### config.mk
export PLATFORM = sky130hd
export DESIGN_NAME = control_sequencer_flat
export DESIGN_NICKNAME = d
export VERILOG_FILES = /design/src/rtl/control_sequencer_if.sv /design/src/rtl/control_sequencer.sv /design/src/flat_wrapper.sv
export SDC_FILE = /design/constraint.sdc
export NUM_CORES = 1
export LEC_CHECK = 0
export BUFFER_PORTS_ARGS = -buffer_cell sky130_fd_sc_hd__buf_4
export CAP_MARGIN = 40
export CORE_ASPECT_RATIO = 1.25
export CORE_UTILIZATION = 55
export CTS_CLUSTER_DIAMETER = 100
export CTS_CLUSTER_SIZE = 14
export DETAILED_ROUTE_END_ITERATION = 10
export PLACE_DENSITY = 0.79
export SYNTH_ARGS = -nofsm -noshare
export SYNTH_HDL_FRONTEND = slang
export SYNTH_SLANG_ARGS = --single-unit
export TNS_END_PERCENT = 50
### constraint.sdc
create_clock -name clk -period 2.62 [get_ports clk]
set_input_delay 0.393 -clock clk [delete_from_list [all_inputs] [get_ports clk]]
set_output_delay 0.393 -clock clk [all_outputs]
set_load 0.01 [all_outputs]
### src/rtl/control_sequencer_if.sv
`default_nettype none
// ============================================================================
// Module   : control_sequencer_if
// Brief    : Decode-to-execute control bundle for the control sequencer,
//            plus the shared mode / opcode / execute-command encodings.
// Revision : 1.0
// ============================================================================

`ifndef CONTROL_SEQUENCER_DEFS
`define CONTROL_SEQUENCER_DEFS
`define MODE_ARITHMETIC 2'b00
`define MODE_MEM        2'b01
`define MODE_BRANCH     2'b10
`define OP_AND 4'b0000
`define OP_EOR 4'b0001
`define OP_SUB 4'b0010
`define OP_ADD 4'b0100
`define OP_ADC 4'b0101
`define OP_SBC 4'b0110
`define OP_TST 4'b1000
`define OP_CMP 4'b1010
`define OP_ORR 4'b1100
`define OP_MOV 4'b1101
`define OP_MVN 4'b1110
`define EX_MOV 4'b0001
`define EX_ADD 4'b0010
`define EX_ADC 4'b0011
`define EX_SUB 4'b0100
`define EX_SBC 4'b0101
`define EX_AND 4'b0110
`define EX_ORR 4'b0111
`define EX_EOR 4'b1000
`define EX_MVN 4'b1001
`define EX_CMP 4'b1010
`define EX_TST 4'b1011
`define EX_LDR 4'b1100
`define EX_STR 4'b1101
`endif

interface control_sequencer_if #(
    parameter int NUM_REGS = 16,
    parameter int IDX_W    = 4,
    parameter int OFS_W    = 6
);
    logic                instr_valid;
    logic                stall;
    logic                flush;
    logic                S;
    logic [1:0]          mode;
    logic [3:0]          op_code;
    logic [NUM_REGS-1:0] reg_list;

    logic [3:0]          EX_command;
    logic                mem_read;
    logic                mem_write;
    logic                WB_en;
    logic                B;
    logic                update;
    logic                out_valid;
    logic [IDX_W-1:0]    blk_reg;
    logic [OFS_W-1:0]    blk_ofs;
    logic                blk_last;
    logic                busy;

    modport master (
        output instr_valid, stall, flush, S, mode, op_code, reg_list,
        input  EX_command, mem_read, mem_write, WB_en, B, update, out_valid,
        input  blk_reg, blk_ofs, blk_last, busy
    );

    modport slave (
        input  instr_valid, stall, flush, S, mode, op_code, reg_list,
        output EX_command, mem_read, mem_write, WB_en, B, update, out_valid,
        output blk_reg, blk_ofs, blk_last, busy
    );
endinterface

`default_nettype wire

### src/rtl/control_sequencer.sv
`default_nettype none
// ============================================================================
// Module   : control_sequencer
// Brief    : Decode-stage control generator with a block-transfer sequencer
//            that expands a register list into one load/store beat per cycle.
// Revision : 1.0
// ============================================================================

module control_sequencer #(
    parameter int NUM_REGS = 16,
    parameter int IDX_W    = 4,
    parameter int OFS_W    = 6
) (
    input  logic               clk,
    input  logic               rst,
    control_sequencer_if.slave bus
);

    localparam logic [0:0]          c_IDLE       = 1'b0;
    localparam logic [0:0]          c_SEQ        = 1'b1;
    localparam logic [1:0]          c_MODE_BLOCK = 2'b11;
    localparam logic [NUM_REGS-1:0] c_LIST_ONE   = {{(NUM_REGS-1){1'b0}}, 1'b1};
    localparam logic [OFS_W-1:0]    c_OFS_STEP   = OFS_W'(4);

    logic [0:0]          r_state,     w_state;
    logic [NUM_REGS-1:0] r_list,      w_list;
    logic                r_load,      w_load;
    logic [3:0]          r_ex,        w_ex;
    logic                r_mem_read,  w_mem_read;
    logic                r_mem_write, w_mem_write;
    logic                r_wb_en,     w_wb_en;
    logic                r_b,         w_b;
    logic                r_update,    w_update;
    logic                r_out_valid, w_out_valid;
    logic [IDX_W-1:0]    r_blk_reg,   w_blk_reg;
    logic [OFS_W-1:0]    r_blk_ofs,   w_blk_ofs;
    logic                r_blk_last,  w_blk_last;

    // Lists with the lowest set bit removed: what is left after this beat.
    logic [NUM_REGS-1:0] w_seq_rest;
    logic [NUM_REGS-1:0] w_new_rest;

    assign w_seq_rest = r_list & (r_list - c_LIST_ONE);
    assign w_new_rest = bus.reg_list & (bus.reg_list - c_LIST_ONE);

    function automatic logic [IDX_W-1:0] f_lowest(input logic [NUM_REGS-1:0] v);
        logic [IDX_W-1:0] idx;
        idx = '0;
        for (int i = NUM_REGS - 1; i >= 0; i--) begin
            if (v[i]) idx = IDX_W'(i);
        end
        return idx;
    endfunction

    always_ff @(posedge clk or negedge rst) begin
        if (!rst) begin
            r_state     <= c_IDLE;
            r_list      <= '0;
            r_load      <= 1'b0;
            r_ex        <= 4'b0000;
            r_mem_read  <= 1'b0;
            r_mem_write <= 1'b0;
            r_wb_en     <= 1'b0;
            r_b         <= 1'b0;
            r_update    <= 1'b0;
            r_out_valid <= 1'b0;
            r_blk_reg   <= '0;
            r_blk_ofs   <= '0;
            r_blk_last  <= 1'b0;
        end else begin
            r_state     <= w_state;
            r_list      <= w_list;
            r_load      <= w_load;
            r_ex        <= w_ex;
            r_mem_read  <= w_mem_read;
            r_mem_write <= w_mem_write;
            r_wb_en     <= w_wb_en;
            r_b         <= w_b;
            r_update    <= w_update;
            r_out_valid <= w_out_valid;
            r_blk_reg   <= w_blk_reg;
            r_blk_ofs   <= w_blk_ofs;
            r_blk_last  <= w_blk_last;
        end
    end

    always_comb begin
        // Holding every register is the stall behaviour.
        w_state     = r_state;
        w_list      = r_list;
        w_load      = r_load;
        w_ex        = r_ex;
        w_mem_read  = r_mem_read;
        w_mem_write = r_mem_write;
        w_wb_en     = r_wb_en;
        w_b         = r_b;
        w_update    = r_update;
        w_out_valid = r_out_valid;
        w_blk_reg   = r_blk_reg;
        w_blk_ofs   = r_blk_ofs;
        w_blk_last  = r_blk_last;

        if (bus.flush || !bus.stall) begin
            w_ex        = 4'b0000;
            w_mem_read  = 1'b0;
            w_mem_write = 1'b0;
            w_wb_en     = 1'b0;
            w_b         = 1'b0;
            w_update    = 1'b0;
            w_out_valid = 1'b0;
            w_blk_reg   = '0;
            w_blk_ofs   = '0;
            w_blk_last  = 1'b0;
        end

        if (bus.flush) begin
            w_state = c_IDLE;
            w_list  = '0;
        end else if (!bus.stall) begin
            if (r_state == c_SEQ) begin
                w_out_valid = 1'b1;
                w_ex        = r_load ? `EX_LDR : `EX_STR;
                w_mem_read  = r_load;
                w_mem_write = !r_load;
                w_wb_en     = r_load;
                w_blk_reg   = f_lowest(r_list);
                w_blk_ofs   = r_blk_ofs + c_OFS_STEP;
                w_blk_last  = (w_seq_rest == '0);
                w_list      = w_seq_rest;
                if (w_seq_rest == '0) w_state = c_IDLE;
            end else if (bus.instr_valid) begin
                w_out_valid = 1'b1;
                case (bus.mode)
                    `MODE_ARITHMETIC: begin
                        w_wb_en  = 1'b1;
                        w_update = bus.S;
                        case (bus.op_code)
                            `OP_MOV: w_ex = `EX_MOV;
                            `OP_MVN: w_ex = `EX_MVN;
                            `OP_ADD: w_ex = `EX_ADD;
                            `OP_ADC: w_ex = `EX_ADC;
                            `OP_SUB: w_ex = `EX_SUB;
                            `OP_SBC: w_ex = `EX_SBC;
                            `OP_AND: w_ex = `EX_AND;
                            `OP_ORR: w_ex = `EX_ORR;
                            `OP_EOR: w_ex = `EX_EOR;
                            `OP_CMP: begin
                                w_ex     = `EX_CMP;
                                w_wb_en  = 1'b0;
                                w_update = 1'b1;
                            end
                            `OP_TST: begin
                                w_ex     = `EX_TST;
                                w_wb_en  = 1'b0;
                                w_update = 1'b1;
                            end
                            default: begin
                                w_wb_en  = 1'b0;
                                w_update = 1'b0;
                            end
                        endcase
                    end
                    `MODE_MEM: begin
                        w_ex        = bus.S ? `EX_LDR : `EX_STR;
                        w_mem_read  = bus.S;
                        w_mem_write = !bus.S;
                        w_wb_en     = bus.S;
                    end
                    `MODE_BRANCH: begin
                        w_b = 1'b1;
                    end
                    c_MODE_BLOCK: begin
                        // An empty list is a live no-op with no beats.
                        if (bus.reg_list != '0) begin
                            w_ex        = bus.S ? `EX_LDR : `EX_STR;
                            w_mem_read  = bus.S;
                            w_mem_write = !bus.S;
                            w_wb_en     = bus.S;
                            w_blk_reg   = f_lowest(bus.reg_list);
                            if (w_new_rest == '0) begin
                                w_blk_last = 1'b1;
                            end else begin
                                w_state = c_SEQ;
                                w_list  = w_new_rest;
                                w_load  = bus.S;
                            end
                        end
                    end
                    default: ;
                endcase
            end
        end
    end

    assign bus.EX_command = r_ex;
    assign bus.mem_read   = r_mem_read;
    assign bus.mem_write  = r_mem_write;
    assign bus.WB_en      = r_wb_en;
    assign bus.B          = r_b;
    assign bus.update     = r_update;
    assign bus.out_valid  = r_out_valid;
    assign bus.blk_reg    = r_blk_reg;
    assign bus.blk_ofs    = r_blk_ofs;
    assign bus.blk_last   = r_blk_last;
    // Busy drops one beat early so upstream sees it before the final beat.
    assign bus.busy       = (r_state == c_SEQ) && (w_seq_rest != '0);

endmodule

`default_nettype wire

### src/flat_wrapper.sv
// flat-port wrapper written by rule: the top's interface ports become plain ports
module control_sequencer_flat 
#(
    parameter int NUM_REGS = 16,
    parameter int IDX_W    = 4,
    parameter int OFS_W    = 6
)
  (clk, rst, bus_instr_valid, bus_stall, bus_flush, bus_S, bus_mode, bus_op_code, bus_reg_list, bus_EX_command, bus_mem_read, bus_mem_write, bus_WB_en, bus_B, bus_update, bus_out_valid, bus_blk_reg, bus_blk_ofs, bus_blk_last, bus_busy);
  control_sequencer_if #(.NUM_REGS(NUM_REGS), .IDX_W(IDX_W), .OFS_W(OFS_W)) bus_i ();
  input  logic clk;
  input  logic rst;
  input wire logic [$bits(bus_i.instr_valid)-1:0] bus_instr_valid;
  input wire logic [$bits(bus_i.stall)-1:0] bus_stall;
  input wire logic [$bits(bus_i.flush)-1:0] bus_flush;
  input wire logic [$bits(bus_i.S)-1:0] bus_S;
  input wire logic [$bits(bus_i.mode)-1:0] bus_mode;
  input wire logic [$bits(bus_i.op_code)-1:0] bus_op_code;
  input wire logic [$bits(bus_i.reg_list)-1:0] bus_reg_list;
  output wire logic [$bits(bus_i.EX_command)-1:0] bus_EX_command;
  output wire logic [$bits(bus_i.mem_read)-1:0] bus_mem_read;
  output wire logic [$bits(bus_i.mem_write)-1:0] bus_mem_write;
  output wire logic [$bits(bus_i.WB_en)-1:0] bus_WB_en;
  output wire logic [$bits(bus_i.B)-1:0] bus_B;
  output wire logic [$bits(bus_i.update)-1:0] bus_update;
  output wire logic [$bits(bus_i.out_valid)-1:0] bus_out_valid;
  output wire logic [$bits(bus_i.blk_reg)-1:0] bus_blk_reg;
  output wire logic [$bits(bus_i.blk_ofs)-1:0] bus_blk_ofs;
  output wire logic [$bits(bus_i.blk_last)-1:0] bus_blk_last;
  output wire logic [$bits(bus_i.busy)-1:0] bus_busy;
  assign bus_i.instr_valid = bus_instr_valid;
  assign bus_i.stall = bus_stall;
  assign bus_i.flush = bus_flush;
  assign bus_i.S = bus_S;
  assign bus_i.mode = bus_mode;
  assign bus_i.op_code = bus_op_code;
  assign bus_i.reg_list = bus_reg_list;
  assign bus_EX_command = bus_i.EX_command;
  assign bus_mem_read = bus_i.mem_read;
  assign bus_mem_write = bus_i.mem_write;
  assign bus_WB_en = bus_i.WB_en;
  assign bus_B = bus_i.B;
  assign bus_update = bus_i.update;
  assign bus_out_valid = bus_i.out_valid;
  assign bus_blk_reg = bus_i.blk_reg;
  assign bus_blk_ofs = bus_i.blk_ofs;
  assign bus_blk_last = bus_i.blk_last;
  assign bus_busy = bus_i.busy;
  control_sequencer #(.NUM_REGS(NUM_REGS), .IDX_W(IDX_W), .OFS_W(OFS_W)) u_core (.clk(clk), .rst(rst), .bus(bus_i));
endmodule
# Word-level counts from Yosys, hierarchy flattened
# Index checks and enable logic that the tools add are counted.
[word_totals]
output_inout_bits = 22
regBits = 39
in_bits = 28
[op_classes]
reduce_logical = 18
muxes = 116
eq_ne = 15
add_sub_neg = 3
bitwise_logic = 6
[op_table]
columns = ["op", "n"]
rows = [
  ["4-bit 2-to-1 mux", 45],
  ["16-bit 2-to-1 mux", 7],
  ["1-bit 2-to-1 mux", 54],
  ["4-bit one-hot mux with 11 select lines", 1],
  ["16-bit AND", 2],
  ["16-bit logical NOT", 2],
  ["16-bit nonzero test", 2],
  ["16-bit by 1-bit subtractor with 16-bit output, second input constant", 2],
  ["6-bit 2-to-1 mux", 4],
  ["4-bit equality test, second input constant", 5],
  ["4-bit by 3-bit equality test with 1-bit output, second input constant", 3],
  ["4-bit one-hot mux with 3 select lines", 1],
  ["3-bit nonzero test", 3],
  ["9-bit OR reduction", 1],
  ["7-bit AND reduction", 1],
  ["6-bit by 3-bit adder with 6-bit output, second input constant", 1],
  ["1-bit one-hot mux with 2 select lines", 3],
  ["5-bit AND reduction", 1],
  ["2-bit equality test, second input constant", 2],
  ["4-bit by 1-bit equality test with 1-bit output, second input constant", 1],
  ["4-bit by 2-bit equality test with 1-bit output, second input constant", 1],
  ["4-bit logical NOT", 1],
  ["1-bit inverter", 4],
  ["1-bit logical NOT", 3],
  ["other kinds (8)", 8],
]

# Depth between registers and ports, before layout
# Gate-level depths: netlist of the first run.
[logic_depth]
depth_word = 22
ltp_mapped = 9

# Worst setup path after synthesis of the first run
# No wires, ideal clock.
[synth_path]
path_kind = "input -> register"
startpoint = "input bus_reg_list[1]"
endpoint = "register u_core.r_list[13]"
stages = 8
n_path_buf = 2
setup_slack_ns = 0.137
arrival_time_ns = 2.358
path_cell_list = "buf_2 or4_4 or4_4 o211ai_2 o221a_4 a21oi_2 buf_6 mux2_4"
[synth_via]
elab_chain_len = 9
word_cells_on_any_way = 14
classes_between = "add/sub: 1; eq/ne: 1; mux: 7; bitwise: 1; reduce/logical: 4"
[synth_rtl]
columns = ["item", "line_no", "rtl"]
rows = [
  ["start: declaration", "flat_wrapper.sv:18", "input wire logic [$bits(bus_i.reg_list)-1:0] bus_reg_list;"],
  ["16-bit by 1-bit subtractor with 16-bit output", "control_sequencer.sv:44", "assign w_new_rest = bus.reg_list & (bus.reg_list - c_LIST_ONE);"],
  ["16-bit AND", "control_sequencer.sv:44", ""],
  ["16-bit 2-to-1 mux", "control_sequencer.sv:180", "if (w_new_rest == '0) begin"],
  ["16-bit 2-to-1 mux", "control_sequencer.sv:174", "if (bus.reg_list != '0) begin"],
  ["16-bit 2-to-1 mux", "control_sequencer.sv:133", "case (bus.mode)"],
  ["16-bit 2-to-1 mux", "control_sequencer.sv:131", "end else if (bus.instr_valid) begin"],
  ["16-bit 2-to-1 mux", "control_sequencer.sv:120", "if (r_state == c_SEQ) begin"],
  ["16-bit 2-to-1 mux", "control_sequencer.sv:119", "end else if (!bus.stall) begin"],
  ["16-bit 2-to-1 mux", "control_sequencer.sv:116", "if (bus.flush) begin"],
  ["end signal: assignment", "control_sequencer.sv:72", "r_list <= w_list;"],
  ["end: declaration", "control_sequencer.sv:26", "logic [NUM_REGS-1:0] r_list, w_list;"],
]
# Parallel ways exist; a longest one is shown, timed or not. The select of a mux whose other input is x is not followed.
# A chain may end at the register's enable or synchronous reset.

# Final worst setup path of the first run
[layout_path]
startpoint = "register u_core.r_list[7]"
endpoint = "output bus_busy"
[layout_via]
elab_chain_len = 4
[layout_rtl]
columns = ["item", "line_no", "rtl"]
rows = [
  ["16-bit by 1-bit subtractor with 16-bit output", "control_sequencer.sv:43", "assign w_seq_rest = r_list & (r_list - c_LIST_ONE);"],
  ["16-bit AND *", "control_sequencer.sv:43", ""],
  ["16-bit nonzero test *", "control_sequencer.sv:206", "assign bus.busy = (r_state == c_SEQ) && (w_seq_rest != '0);"],
  ["1-bit logical AND *", "control_sequencer.sv:206", ""],
  ["end: declaration", "flat_wrapper.sv:29", "output wire logic [$bits(bus_i.busy)-1:0] bus_busy;"],
]
# Every way passes the cells marked *; elsewhere a longest branch is shown, timed or not.

==> results_tabular.tex, run 1 <==
\begin{tabular}{lr}
\hline
Metric & Value \\
\hline
\multicolumn{2}{l}{\textbf{Run status}} \\
Run status & finished, final reports clean \\
\multicolumn{2}{l}{\textbf{Clocking}} \\
Count of H-tree levels built during CTS & 2 \\
Cts hold-fix bufs & 0 \\
CTS sink count & 38 \\
Clock slew at the register clock pins of the worst setup and hold paths & 0.08 ns \\
CTS root buffer & clkbuf\_8 \\
Clock buffers created by TritonCTS & 5 \\
Later-pin clock latency in the skew report & 0.30 ns \\
Clock buffer depth & 2 \\
Clock tree from TritonCTS & done \\
\multicolumn{2}{l}{\textbf{Global routing}} \\
GRT Util Overall & 0.322 \\
Wire length of the first global-routing pass & 13.1 mm \\
Pin count of the biggest net entering global routing & 39 \\
Total global routing overflow & 0 \\
Vias in the first global route & 2655 \\
Initial antenna violation count & 0 \\
\multicolumn{2}{l}{\textbf{Critical path}} \\
Buf+Inv Stages, Crit Path & 2 \\
Cells along the critical path & nor4\_2 -> buf\_4 -> nand3\_1 -> o32ai\_1 -> nand4\_1 -> and2\_1 -> buf\_4 \\
Most used cell, CP & buf\_4 \\
Kind of cell with the highest combined delay on the critical path & simple AND/OR/NAND/NOR gates \\
Critical Path End Type & output pin \\
Worst Path Required & 2.23 ns \\
Worst path slowest cell & dfrtp\_1 \\
Worst setup path class & flop to output pin \\
Data arrival at the endpoint of the critical path & 2.09 ns \\
Slowest Stage Delay on Critical Path & 0.47 ns \\
Sort of element at the start of the critical path & flop \\
Biggest fanout along the worst timing path & 8 \\
\multicolumn{2}{l}{\textbf{Cells and area}} \\
Number of flip-flops under the largest register name & 15 \\
Syn-to-layout area delta & 22.3\% \\
Post-route non-filler standard cell count & 444 \\
Fillers & 376 \\
Ant diodes & 0 \\
Multi-input logic area & 1670 µm² \\
Top register by number of flip-flops & u\_core.r\_list \\
Share of layout cells above drive strength 1 & 0.247 \\
Register area & 951 µm² \\
Leading cell type in the layout, fill and taps excluded & buf\_4 \\
Fin nets & 412 \\
Most frequent cells in the layout & buf\_4 (69), dfrtp\_1 (38), nor2\_1 (32), a21oi\_1 (25), inv\_1 (17) \\
\multicolumn{2}{l}{\textbf{Logic synthesis}} \\
Multiplexer share of the synthesized area & 0.0587 \\
Synthesized area per cell & 8.42 µm² \\
Number of storage elements in the synthesis netlist & 38 \\
Synth Flop Type & dfrtp\_1 \\
Share of the synthesized area in compound gates (AO/OA/AOI/OAI) & 0.282 \\
Gate count after technology mapping & 332 \\
Register area share after synthesis & 0.340 \\
Dominant combinational cell family by area after synthesis & compound AO/OA/AOI/OAI gates \\
Dominant cells by area after synthesis & dfrtp\_1 (34\%), a21oi\_1 (4.5\%), nor2\_1 (4.3\%), mux2i\_1 (3.6\%), nand3\_1 (2.9\%) \\
Largest area contributor in the synthesized netlist & dfrtp\_1 \\
Number of warnings reported in the yosys synthesis log & 0 \\
Distinct cell type count after synthesis & 66 \\
Number of nets in the synthesized netlist & 361 \\
Number of enable flip-flop cells after synthesis & 0 \\
Fraction of registers with async set or reset after synthesis & 1.00 \\
Post-Synth XOR/XNOR Area & 0.00313 \\
Post-Synth Simple-Gate Area & 0.237 \\
Share of synthesized cell area in full adder, half adder and majority cells & 0.0152 \\
Area share of the largest cell type after synthesis & 0.340 \\
Mapped cell area & 2790 µm² \\
\multicolumn{2}{l}{\textbf{Power}} \\
Clock network fraction of total power & 0.404 \\
Pwr per Cell Area & 441 nW/µm² \\
Internal power & 1.10 mW \\
Switching portion of total power & 0.270 \\
Static Leakage & 1.47 nW \\
Total net switching power & 407 µW \\
Worst-case vdd ir drop & 0.000353 V \\
Sequential fraction of design power & 0.413 \\
Combinational power share & 0.182 \\
\multicolumn{2}{l}{\textbf{Timing}} \\
Final setup TNS & 0 ns \\
Worst Max-Slew Pin Slew & 0.653 ns \\
RSZ-0062 raised after global routing & false \\
Final Hold Viols & 0 \\
Final number of setup-violating endpoints & 0 \\
Timing-limited maximum frequency & 0.402 GHz \\
Max Clock Skew & 0.00536 ns \\
Final worst path period share & 0.949 \\
Worst relative slew slack & 0.564 \\
Final period demand of the worst path & 2.49 ns \\
Pins over their slew limit & 0 \\
\multicolumn{2}{l}{\textbf{Drt}} \\
Final wirelength & 8.12 mm \\
Via density per instance & 6.65 \\
DRC violation total after the first TritonRoute iteration & 261 \\
Drt wl/cell & 18.3 µm \\
Post-DRT Antenna Nets & 0 \\
DRC violations left & 0 \\
First-pass detailed-route iteration total & 5 \\
Total via count after detailed routing & 2953 \\
\multicolumn{2}{l}{\textbf{Floorplanning}} \\
Placement row count & 28 \\
Core region area & 4800 µm² \\
Initial cell density of the core & 0.582 \\
Die Wd & 65.8 µm \\
Die area & 5370 µm² \\
Height of the die & 81.7 µm \\
Number of top-level pins & 50 \\
\multicolumn{2}{l}{\textbf{Placed design}} \\
Cell total after placement & 434 \\
Placer Congestion & 0.984 \\
Count of buffers inserted at the top-level ports & 49 \\
Detailed Place HPWL & 5.94 mm \\
\multicolumn{2}{l}{\textbf{Min path}} \\
Worst min path class & primary input to asynchronous set/reset pin \\
\multicolumn{2}{l}{\textbf{Run}} \\
Max-cap violations & 0 \\
\hline
\end{tabular}
final timing paths:
kind	startpoint	to	slack, ns	cells after the start
min in group clk	bus_S	u_core.bus.mem_read$_DFF_PN0_	0.37	3
setup reg to reg	u_core.r_list[7]$_DFFE_PN0P_	u_core.bus.blk_last$_DFF_PN0_	0.62	7
hold reg to reg	u_core.bus.update$_DFF_PN0_	u_core.bus.update$_DFF_PN0_	0.48	2
setup / recovery	u_core.r_list[7]$_DFFE_PN0P_	bus_busy	0.13	7
max in group asynchronous	rst	u_core.bus.EX_command[1]$_DFF_PN0_	2.23	1
hold / removal	rst	u_core.r_list[2]$_DFFE_PN0P_	0.05	1
per-layer routing:
| metal | vias to the layer above | GRT usage | share of wire |
|---|---|---|---|
| met4 | 0 | 0.128 | 0.025 |
| met1 | 1422 | 0.396 | 0.40 |
| met3 | 26 | 0.0514 | 0.057 |
| met5 | - | 0 | 0 |
| li1 | 1371 | - | - |
| met2 | 134 | 0.558 | 0.51 |
power by group through the flow:
stage / registers, mW / logic [mW] / clock network, mW
finish: 0.622 / 0.275 / 0.609
global route: 0.625 / 0.300 / 0.629
CTS: 0.621 / 0.270 / 0.610
detailed placement: 0.633 / 0.268 / 0
global placement: 0.633 / 0.264 / 0
floorplan: 0.628 / 0.150 / 0
cell type report:
type,instances,share of cell area
clock buffers,5,0.0201
clock inverters,3,0.0201
inverters,17,0.0187
multi-input cells,252,0.489
flip-flops and latches,38,0.278
well taps,60,0.0220
repair buffers,69,0.152
worst register-to-register path, stage by stage (launching register included):
cell and delay [ns]:
dfrtp_1 0.47, nor4_2 0.29, buf_4 0.20, nand3_1 0.08, o32ai_1 0.27, nand4_1 0.17, o2bb2a_1 0.30, a21oi_1 0.15
cells by family after synthesis:
family          count (synthesis)
compound gates                108
xor+xnor                        1
fa+ha+maj                       4
buf+inv                        42
flops                          38
mux                            15
simple gates                  124
synth_stat cells (all sizes together), types with 2 or more instances:
| library cell | number |
|---|---|
| inv | 17 |
| o311ai | 8 |
| o41ai | 2 |
| mux2i | 10 |
| a22o | 2 |
| o31a | 2 |
| nor2b | 9 |
| nor2 | 32 |
| nand3 | 16 |
| or4 | 4 |
| nand2 | 15 |
| maj3 | 3 |
| o21ai | 15 |
| a221oi | 3 |
| o22ai | 2 |
| o211ai | 10 |
| or3 | 3 |
| mux2 | 5 |
| a2111oi | 2 |
| clkbuf | 19 |
| a32o | 3 |
| a21oi | 26 |
| nor4 | 12 |
| a22oi | 4 |
| buf | 6 |
| a211oi | 5 |
| o32ai | 2 |
| a21boi | 2 |
| nor3b | 2 |
| o31ai | 4 |
| nor3 | 16 |
| nand2b | 6 |
| dfrtp | 38 |
| nand4 | 4 |
| a31oi | 3 |
stage by stage:
stage,power (mW),utilization,setup slack (ns),cell area (µm²),hold WS [ns]
6_report,1.51,0.712,0.133,3420,0.0475
5_1_grt,1.55,0.712,0.00150,3420,0.0978
4_1_cts,1.50,0.708,0.124,3400,0.0741
3_5_place_dp,0.901,0.679,0.0301,3260,0.395
3_3_place_gp,0.896,0.679,0.125,3260,0.391
2_1_floorplan,0.778,-,0.137,2790,0.0974
repair_timing:
| item | 4_1_cts | 5_1_grt |
|---|---|---|
| endpoints found under the hold margin | 0 | 0 |
| gates resized for setup | 0 | 1 |
| setup endpoints to repair | 0 | 1 |
| buffers inserted | 0 | 2 |
Note: power is estimated with default switching activity, not from simulation.
==> run 2: changes to the inputs <==
CELL_PAD_IN_SITES_DETAIL_PLACEMENT = 2   (was default)
CELL_PAD_IN_SITES_GLOBAL_PLACEMENT = 2   (was default)
CORE_UTILIZATION = 33   (was 55)
GPL_TIMING_DRIVEN = 0   (was default)
PLACE_DENSITY = default   (was 0.79)
PLACE_DENSITY_LB_ADDON = 0.1   (was default)
SKIP_LAST_GASP = 1   (was default)
==> results_tabular.tex, run 2 (same netlist as run 1, synthesis figures left out) <==
\begin{tabular}{lr}
\hline
Metric & Value \\
\hline
\multicolumn{2}{l}{\textbf{Run status}} \\
Run status & finished, final reports clean \\
\multicolumn{2}{l}{\textbf{Placed design}} \\
DP Area & 3260 µm² \\
Placer Congestion & 0.805 \\
Count of buffers inserted at the top-level ports & 43 \\
Detailed Place HPWL & 7.81 mm \\
\multicolumn{2}{l}{\textbf{Timing}} \\
Final number of setup-violating endpoints & 0 \\
Timing-limited maximum frequency & 0.400 GHz \\
Worst relative slew slack & 0.476 \\
Max Clock Skew & 0.00527 ns \\
Worst Max-Slew Pin Slew & 0.766 ns \\
Final Hold Viols & 0 \\
Final period demand of the worst path & 2.50 ns \\
Final worst hold slack & 0.0620 ns \\
Final worst path period share & 0.953 \\
Pins over their slew limit & 0 \\
RSZ-0062 raised after global routing & true \\
\multicolumn{2}{l}{\textbf{Drt}} \\
First-pass detailed-route iteration total & 4 \\
Drt wl/cell & 21.1 µm \\
Post-DRT Antenna Nets & 0 \\
Routed wl met3 & 235 µm \\
Final wirelength & 10.2 mm \\
DRC violation total after the first TritonRoute iteration & 164 \\
Top routing layer in use & met4 \\
Met2 routed wirelength & 5.36 mm \\
Met1 WL & 4.47 mm \\
Via density per instance & 6.05 \\
DRC violations left & 0 \\
Total via count after detailed routing & 2932 \\
\multicolumn{2}{l}{\textbf{Cells and area}} \\
Fin nets & 416 \\
Number of flip-flops under the largest register name & 15 \\
Top register by number of flip-flops & u\_core.r\_list \\
Finished Core Util & 0.423 \\
Most frequent cells in the layout & buf\_4 (49), dfrtp\_1 (35), nor2\_1 (32), a21oi\_1 (25), inv\_1 (17) \\
Leading cell type in the layout, fill and taps excluded & buf\_4 \\
Post-layout instance area & 3490 µm² \\
Syn-to-layout area delta & 24.9\% \\
Share of layout cells above drive strength 1 & 0.227 \\
Ant diodes & 0 \\
\multicolumn{2}{l}{\textbf{Power}} \\
Pwr per Cell Area & 444 nW/µm² \\
Post-layout power & 1.55 mW \\
Worst-case vdd ir drop & 0.000224 V \\
Static Leakage & 1.44 nW \\
\multicolumn{2}{l}{\textbf{Critical path}} \\
Data arrival at the endpoint of the critical path & 2.11 ns \\
Worst Path Required & 2.23 ns \\
Biggest fanout along the worst timing path & 10 \\
Sort of element at the start of the critical path & flop \\
Slowest Stage Delay on Critical Path & 0.45 ns \\
Worst path slowest cell & dfrtp\_1 \\
Launching point of the worst reg2reg path & u\_core.r\_state\$\_DFFE\_PN0P\_ \\
Buf+Inv Stages, Crit Path & 2 \\
Worst setup path class & flop to output pin \\
Reg-to-reg setup timing slack & 0.47 ns \\
Critical Path End Type & output pin \\
Kind of cell with the highest combined delay on the critical path & simple AND/OR/NAND/NOR gates \\
Number of cell instances on the worst register-to-register path & 7 \\
End of the worst register-to-register path & u\_core.r\_list[15]\$\_DFFE\_PN0P\_ \\
Cells along the critical path & nor3\_1 -> clkbuf\_4 -> nand3\_1 -> o32ai\_2 -> nand4\_1 -> and2\_1 -> buf\_4 \\
\multicolumn{2}{l}{\textbf{Clocking}} \\
CTS sink count & 38 \\
Clock buffer depth & 2 \\
CTS root buffer & clkbuf\_8 \\
Count of H-tree levels built during CTS & 2 \\
Clock slew at the register clock pins of the worst setup and hold paths & 0.08 ns \\
Clock buffers created by TritonCTS & 5 \\
Cts hold-fix bufs & 0 \\
Later-pin clock latency in the skew report & 0.30 ns \\
Clock tree from TritonCTS & done \\
\multicolumn{2}{l}{\textbf{Global routing}} \\
GRT Util Overall & 0.243 \\
Initial antenna violation count & 0 \\
Wire length of the first global-routing pass & 16.9 mm \\
Total global routing overflow & 0 \\
Pin count of the biggest net entering global routing & 39 \\
Vias in the first global route & 3144 \\
\multicolumn{2}{l}{\textbf{Floorplanning}} \\
Height of the die & 105 µm \\
Number of top-level pins & 50 \\
Initial cell density of the core & 0.339 \\
Die area & 8840 µm² \\
Die Wd & 84.3 µm \\
Placement row count & 37 \\
Core region area & 8240 µm² \\
\multicolumn{2}{l}{\textbf{Run}} \\
Max-cap violations & 0 \\
\multicolumn{2}{l}{\textbf{Min path}} \\
Worst min path class & primary input to asynchronous set/reset pin \\
\hline
\end{tabular}
run 2: changes by cell type in the layout (fill, tap and decap cells not counted), moves of 2 or more:
cell / before / now
nor4_1: 9 / 7
dfrtp_2: 0 / 3
buf_1: 0 / 2
clkbuf_1: 0 / 15
dfrtp_1: 38 / 35
buf_4: 69 / 49
buf_2: 0 / 2
nor4_4: 1 / 4
buf_6: 0 / 2
run 2: worst max path at each step:
| stage | from | endpoint | slack, ns | depth (start not counted) |
|---|---|---|---|---|
| 4_1_cts | u_core.r_list[4]$_DFFE_PN0P_ | bus_busy | -0.0005 | 8 |
| 3_3_place_gp | u_core.r_list[4]$_DFFE_PN0P_ | bus_busy | -0.48 | 7 |
| 3_5_place_dp | bus_reg_list[4] | u_core.r_list[13]$_DFFE_PN0P_ | -0.29 | 9 |
| 5_1_grt | u_core.r_list[2]$_DFFE_PN0P_ | bus_busy | -0.06 | 7 |
| 6_report | u_core.r_list[2]$_DFFE_PN0P_ | bus_busy | 0.12 | 7 |
| 2_1_floorplan | bus_reg_list[1] | u_core.r_list[13]$_DFFE_PN0P_ | 0.14 | 8 |
run 2: worst reg2reg max path: cells and delay by family, from the launching register on:
kind,cells,cell delay [ns]
AOI/OAI and AO/OA,2,0.35
and+or+nand+nor,4,0.87
DFF,1,0.35
buffers and inverters,1,0.44
run 2: power breakdown:
part | switching (mW) | leakage [nW] | internal (mW)
clock network | 0.233 | 0.0714 | 0.407
registers | 0.0188 | 0.518 | 0.602
logic | 0.177 | 0.848 | 0.112
total | 0.429 | 1.44 | 1.12
run 2: metrics by stage:
| step | setup TNS [ns] | instances | setup WS, ns |
|---|---|---|---|
| floorplan | 0 | 332 | 0.137 |
| global placement | -3.42 | 472 | -0.477 |
| detailed placement | -2.97 | 474 | -0.294 |
| CTS | -0.000513 | 486 | -0.000513 |
| global route | -0.0561 | 485 | -0.0561 |
| finish | 0 | 485 | 0.122 |
run 2: layer usage:
metal | vias to the layer above | GRT usage
li1 | 1378 | -
met1 | 1487 | 0.302
met2 | 55 | 0.451
met3 | 12 | 0.0245
met4 | 0 | 0.0493
met5 | - | 0
run 2: layout make-up:
type | instances | area [µm²]
plain buffers | 23 | 109
fillers | 974 | 4750
well taps | 97 | 121
flip-flops and latches | 38 | 955
clock buffers | 6 | 82.6
repair buffers | 50 | 379
clock inverters | 2 | 60.1
multi-input cells | 252 | 1720
inverters | 17 | 63.8
run 2: what timing repair did:
| item | in CTS | in global routing |
|---|---|---|
| setup endpoints to repair | 3 | 3 |
| buffers inserted | 5 | 0 |
| resized for setup | 6 | 9 |
| pin swaps | 3 | 1 |
